## src/rtl/hex_scroll_pkg.sv

```systemverilog
// Shared constants for the "dE1" scrolling display monitor: segment glyphs,
// symbol codes, the sync frame, the rotation phase limit and the state type.
package hex_scroll_pkg;

  // Active-low segment patterns, bit order {g,f,e,d,c,b,a}
  localparam logic [6:0] SEG_BLANK = 7'h7F;
  localparam logic [6:0] SEG_ONE   = 7'h79;
  localparam logic [6:0] SEG_E     = 7'h06;
  localparam logic [6:0] SEG_D     = 7'h21;

  // 4-bit symbol codes recovered from the glyphs
  localparam logic [3:0] CODE_BLANK = 4'h0;
  localparam logic [3:0] CODE_ONE   = 4'h1;
  localparam logic [3:0] CODE_D     = 4'hD;
  localparam logic [3:0] CODE_E     = 4'hE;
  localparam logic [3:0] CODE_BAD   = 4'hF;

  // Frame that (re)acquires lock: blank blank blank d E 1
  localparam logic [23:0] SYNC_PATTERN = 24'h000DE1;

  // Six digits, so the rotation phase runs 0..5
  localparam logic [2:0] PHASE_MAX = 3'd5;

  typedef enum logic {
    ST_UNSYNC = 1'b0,
    ST_LOCKED = 1'b1
  } mon_state_t;

  // One-digit left rotation of a six-digit frame
  function automatic logic [23:0] rotl_digit(input logic [23:0] f);
    return {f[19:0], f[23:20]};
  endfunction

endpackage

```

## src/rtl/seg7_glyph_decode.sv

```systemverilog
// Maps one active-low 7-segment pattern back to its symbol code.
// Unknown patterns return CODE_BAD with valid low.
module seg7_glyph_decode
  import hex_scroll_pkg::*;
(
  input  logic [6:0] seg,
  output logic [3:0] code,
  output logic       valid
);

  // Pure lookup; only the four glyphs the scroller emits are legal
  always_comb begin
    code  = CODE_BAD;
    valid = 1'b0;
    case (seg)
      SEG_BLANK: begin code = CODE_BLANK; valid = 1'b1; end
      SEG_ONE:   begin code = CODE_ONE;   valid = 1'b1; end
      SEG_E:     begin code = CODE_E;     valid = 1'b1; end
      SEG_D:     begin code = CODE_D;     valid = 1'b1; end
      default:   begin code = CODE_BAD;   valid = 1'b0; end
    endcase
  end

endmodule

```

## src/rtl/hex_scroll_monitor.sv

```systemverilog
// Receive-side checker for the six-digit scrolling display. Debounces whole
// frames, decodes them and checks that each new frame is a one-digit left
// rotation of the previous one, reporting sync, step, phase and scroll period.
module hex_scroll_monitor
  import hex_scroll_pkg::*;
#(
  parameter int STABLE_CYCLES = 4,
  parameter int CNT_W         = 26
) (
  input  logic             CLOCK_50,
  input  logic             reset,
  input  logic [6:0]       HEX5,
  input  logic [6:0]       HEX4,
  input  logic [6:0]       HEX3,
  input  logic [6:0]       HEX2,
  input  logic [6:0]       HEX1,
  input  logic [6:0]       HEX0,
  output logic [23:0]      codes_o,
  output logic             locked_o,
  output logic [2:0]       phase_o,
  output logic             frame_acc_o,
  output logic             step_o,
  output logic             sync_o,
  output logic             seq_err_o,
  output logic             glyph_err_o,
  output logic [CNT_W-1:0] period_o
);

  localparam int STAB_W = $clog2(STABLE_CYCLES + 1);
  localparam logic [STAB_W-1:0] STAB_MAX  = STAB_W'(STABLE_CYCLES);
  localparam logic [STAB_W-1:0] STAB_FIRE = STAB_W'(STABLE_CYCLES - 1);

  logic [41:0]       hex_in;
  logic [41:0]       raw_q;
  logic [STAB_W-1:0] stab_cnt;
  logic              in_stable;
  logic              accept;

  logic [23:0]       frame_code;
  logic [5:0]        digit_valid;

  mon_state_t        state_reg, state_next;
  logic [23:0]       last_reg, last_next;
  logic [CNT_W-1:0]  interval_reg, interval_next, interval_plus;
  logic [23:0]       codes_next;
  logic [2:0]        phase_next;
  logic [CNT_W-1:0]  period_next;
  logic              frame_acc_next, step_next, sync_next, seq_err_next, glyph_err_next;

  assign hex_in    = {HEX5, HEX4, HEX3, HEX2, HEX1, HEX0};
  assign in_stable = (hex_in == raw_q);
  // Fires exactly once per stable period because stab_cnt saturates past STAB_FIRE
  assign accept    = in_stable && (stab_cnt == STAB_FIRE);

  // Sample the segment buses and count how long they have held still
  always_ff @(posedge CLOCK_50 or posedge reset) begin
    if (reset) begin
      raw_q    <= {6{SEG_BLANK}};
      stab_cnt <= '0;
    end else begin
      raw_q <= hex_in;
      if (!in_stable)
        stab_cnt <= '0;
      else if (stab_cnt != STAB_MAX)
        stab_cnt <= stab_cnt + 1'b1;
    end
  end

  // Decode the sampled frame; on accept raw_q equals the live inputs
  for (genvar gi = 0; gi < 6; gi++) begin : g_dec
    seg7_glyph_decode u_dec (
      .seg   (raw_q[7*gi +: 7]),
      .code  (frame_code[4*gi +: 4]),
      .valid (digit_valid[gi])
    );
  end

  // Counting the accept cycle itself makes period_o equal the cycle spacing
  assign interval_plus = (interval_reg == '1) ? interval_reg : interval_reg + 1'b1;

  // Classify an accepted frame: next state, pulses and counter updates
  always_comb begin
    state_next     = state_reg;
    last_next      = last_reg;
    codes_next     = codes_o;
    phase_next     = phase_o;
    period_next    = period_o;
    interval_next  = interval_plus;
    frame_acc_next = 1'b0;
    step_next      = 1'b0;
    sync_next      = 1'b0;
    seq_err_next   = 1'b0;
    glyph_err_next = 1'b0;
    if (accept) begin
      if (!(&digit_valid)) begin
        glyph_err_next = 1'b1;
      end else if (frame_code != last_reg) begin
        // A repeat of the last frame (glitch recovery) falls through silently
        last_next      = frame_code;
        codes_next     = frame_code;
        frame_acc_next = 1'b1;
        if (state_reg == ST_LOCKED && frame_code == rotl_digit(last_reg)) begin
          step_next     = 1'b1;
          phase_next    = (phase_o == PHASE_MAX) ? 3'd0 : phase_o + 3'd1;
          period_next   = interval_plus;
          interval_next = '0;
        end else if (frame_code == SYNC_PATTERN) begin
          sync_next     = 1'b1;
          phase_next    = 3'd0;
          state_next    = ST_LOCKED;
          period_next   = interval_plus;
          interval_next = '0;
        end else if (state_reg == ST_LOCKED) begin
          seq_err_next = 1'b1;
          state_next   = ST_UNSYNC;
        end
      end
    end
  end

  // Classifier state register
  always_ff @(posedge CLOCK_50 or posedge reset) begin
    if (reset)
      state_reg <= ST_UNSYNC;
    else
      state_reg <= state_next;
  end

  // Frame history, counters and registered event pulses
  always_ff @(posedge CLOCK_50 or posedge reset) begin
    if (reset) begin
      last_reg     <= '0;
      interval_reg <= '0;
      codes_o      <= '0;
      phase_o      <= '0;
      period_o     <= '0;
      frame_acc_o  <= 1'b0;
      step_o       <= 1'b0;
      sync_o       <= 1'b0;
      seq_err_o    <= 1'b0;
      glyph_err_o  <= 1'b0;
    end else begin
      last_reg     <= last_next;
      interval_reg <= interval_next;
      codes_o      <= codes_next;
      phase_o      <= phase_next;
      period_o     <= period_next;
      frame_acc_o  <= frame_acc_next;
      step_o       <= step_next;
      sync_o       <= sync_next;
      seq_err_o    <= seq_err_next;
      glyph_err_o  <= glyph_err_next;
    end
  end

  assign locked_o = (state_reg == ST_LOCKED);

endmodule
```

## config.mk

```make
export PLATFORM = sky130hd
export DESIGN_NAME = hex_scroll_monitor
export DESIGN_NICKNAME = d
export VERILOG_FILES = /design/src/rtl/hex_scroll_pkg.sv /design/src/rtl/seg7_glyph_decode.sv /design/src/rtl/hex_scroll_monitor.sv
export SDC_FILE = /design/constraint.sdc
export NUM_CORES = 1
export LEC_CHECK = 0
export CAP_MARGIN = 20
export CORE_ASPECT_RATIO = 0.9
export CORE_MARGIN = 2
export CORE_UTILIZATION = 30
export CTS_CLUSTER_DIAMETER = 60
export DETAILED_ROUTE_END_ITERATION = 7
export HOLD_SLACK_MARGIN = 0.12
export REMOVE_ABC_BUFFERS = 1
export SLEW_MARGIN = 5
export SYNTH_ARGS = -nofsm -noshare
export SYNTH_HDL_FRONTEND = slang
export SYNTH_SLANG_ARGS = --single-unit
```

## constraint.sdc

```tcl
create_clock -name CLOCK_50 -period 3.6 [get_ports CLOCK_50]
set_input_delay 0.36 -clock CLOCK_50 [delete_from_list [all_inputs] [get_ports CLOCK_50]]
set_output_delay 0.36 -clock CLOCK_50 [all_outputs]
set_load 0.01 [all_outputs]
```

==> flow_metrics.tcl <==
set metrics [dict create \
    status "finished clean" \
    nets 761 \
    largest_reg_flops 42 \
    vdd_drop_max_v 0.0002996 \
    drc 0 \
    grt_max_degree 44 \
    finalCriticalPeriod_ns 3.361 \
    pwr-share-seq_pct 43.9 \
    worstPathArrival_ns 3.69 \
    die_y_um 141.9 \
    ys_seq_area_share_pct 49.78 \
    maxSlewViolCount 0 \
    fillers 2082 \
    cp-start-kind "flop" \
    dp.cells 980 \
    end_kind "flop" \
    dp_hpwl_um 12380 \
    htree_levels 4 \
    multi_input_area_mm2 0.002928 \
    ys_ff_latch 124 \
    maxCapViolCount 0 \
    holdBufCountCts 0 \
    synth.distinct_cells 63 \
    first_global_vias 4658 \
    avgSynthCellArea_um2 10.71 \
    cpMaxStageDelayCell "or4_1" \
    initial_core_util_pct 30.52 \
    coreArea_mm2 0.02077 \
    grt_overflow 0 \
    p_sw_share_pct 22.72 \
    cpMostUsedCell "buf_4" \
    clock_sinks 124 \
    ios 103 \
    postLayoutCellArea_mm2 0.008357 \
    hold_path_class "in2async" \
    max_slew_margin_pct 47.68 \
    regArea_mm2 0.003156 \
    totalWireLength_um 16090 \
    die_w_um 157.2 \
    globalplace.congestion 0.8589 \
    worstMarginPinSlew_ns 0.7777 \
    synthToLayoutAreaGrowth_pct 31.84 \
    fin_crit_sh_pct 93.35 \
    stdcell_count 1012 \
    post_cts_resized 0 \
    root_buffer "clkbuf_16" \
    layout_commonest_cell "clkdlybuf4s50_1" \
    place_area_mm2 0.007754 \
    grt.total_usage_pct 15.18 \
    p_sw_uw 761.9 \
    pwr-share-clk_pct 50.4 \
    via_per_inst 4.678 \
    p_comb_share_pct 5.7 \
    crit_type "reg2reg" \
    preCtsSetupSlack_ns 0.2632 \
    drt_iter0_markers 297 \
    postRouteAntennaNets 0 \
    port_buffers 102 \
    hold_violations 0 \
    rows 50 \
    cts_setup_buffers 0 \
    die_area_mm2 0.02231 \
    power_density_mw_per_mm2 401.2 \
    clock_skew_ns 0.01064 \
    diodes 0 \
    cts_tree "built" \
    vias 4734 \
    clk-insertion-delay-late_ns 0.42 \
    rr_worst_depth 10 \
    layout-drive-gt1-share_pct 15.70 \
    final_cell_mix "clkdlybuf4s50_1 (102), dfrtp_1 (82), xnor2_1 (68)" \
    setup_viol 0 \
    synth-async-reset-ratio_pct 100.0 \
    synth_edf_count 0 \
    fin_ws_ns 0.2395 \
    clk_path_buf_depth 2 \
    synthCells 592 \
    first_pass_iters 4 \
    synth.cell_area_mm2 0.006339 \
    cp_max_fo 10 \
    synth-main-ff-cell "dfrtp_1" \
    slowest_delay_ns 0.55 \
    rsz0062_at_grt "no" \
    crit_chain "or4_1 > or3_1 > a21o_1 > a2111oi_0 > buf_4 > and4_1 > a31oi_1 > nor2_4 > buf_4 > mux2i_1" \
    cts.reportedPaths.clkPinSlew_ns 0.06 \
    p_leak_uw 0.003342 \
    routedWlPerCell_um 15.90 \
    numCtsBuffers 17 \
    yosys_warnings 0 \
    grt_pass1_wl_um 25860 \
    fmax_mhz 297.6 \
    intPower_uw 2591 \
    critPathRequiredTime_ns 3.93 \
    antenna_found_initial 0 \
]
worst max-delay path, delay by kind of cell, from the launching register on:
kind | cells | cell delay [ns]
AO/OA/AOI/OAI | 3 | 0.76
buffers and inverters | 2 | 0.42
flip-flops | 1 | 0.38
multiplexers | 1 | 0.20
AND/OR/NAND/NOR | 4 | 1.51
per-stage QoR:
step	total power, µW	setup TNS [ns]	utilization (%)	hold slack [ns]
6_report	3353	0	40.23	0.3428
3_5_place_dp	1689	0	37.33	0.5087
5_1_grt	3487	0	40.23	0.3786
3_3_place_gp	1687	0	37.33	0.5075
2_1_floorplan	1584	-2.686	-	0.3645
4_1_cts	3391	0	40.20	0.3555
worst paths after layout:
kind	startpoint	endpoint	slack, ns
max	raw_q[17]$_DFF_PP1_	period_o[19]$_DFFE_PP0P_	0.24
min	reset	period_o[17]$_DFFE_PP0P_	0.34
max reg2reg	raw_q[17]$_DFF_PP1_	period_o[19]$_DFFE_PP0P_	0.24
min reg2reg	period_o[5]$_DFFE_PP0P_	period_o[5]$_DFFE_PP0P_	0.51
max in group asynchronous	reset	raw_q[21]$_DFF_PP1_	2.48
min in group CLOCK_50	HEX1[5]	raw_q[12]$_DFF_PP1_	0.40
power by group through the flow:
stage | logic [µW] | clock network [µW] | registers [µW]
after floorplan | 99.7 | 0 | 1480
after global placement | 193 | 0 | 1490
after detailed placement | 193 | 0 | 1500
after CTS | 194 | 1720 | 1470
after global routing | 213 | 1800 | 1480
final | 192 | 1690 | 1470
synthesized netlist by cell type (6+ instances only):
cell,count,area (µm²)
inv_1,40,150.1
nor4_1,8,50.05
or3_1,15,93.84
mux2i_1,28,280.3
nand2_1,30,112.6
xor2_1,24,210.2
dfstp_2,42,1104
nor3_1,18,90.09
buf_4,8,60.06
a21oi_1,14,70.07
dfrtp_1,82,2052
o21ai_0,12,60.06
mux2_2,12,135.1
and3_1,10,62.56
nand3_1,20,100.1
nor2_1,42,157.7
xnor2_1,68,595.6
or4_1,6,45.04
nand4_1,20,125.1
area by class of cell:
class,instances,share of cell area (%)
sequential,124,37.76
clock inverter,7,0.5839
timing repair buffer,118,13.95
tap,286,4.282
multi-input combinational,412,35.04
inverter,40,1.827
clock buffer,25,6.558
metal layers:
metal / vias up / track usage, % / part of all wire, %
met1: 2300 / 23.15 / 52
li1: 2331 / - / -
met3: 11 / 3.574 / 4.6
met4: 0 / 4.163 / 0.93
met2: 92 / 21.28 / 42
met5: - / 0 / 0
cell families (layout without fill, tap and decap cells):
| family | count (synthesis) | count (layout) | share of synthesized area [%] |
|---|---|---|---|
| buffers and inverters | 56 | 190 | 4.204 |
| flip-flops | 124 | 124 | 49.78 |
| XOR/XNOR | 92 | 92 | 12.71 |
| AND/OR/NAND/NOR | 206 | 206 | 18.08 |
| multiplexers | 41 | 41 | 6.731 |
| adder cells (fa/ha/maj) | 4 | 4 | 0.7896 |
| AO/OA/AOI/OAI | 69 | 69 | 7.699 |
(Power assumes the default switching activity.)
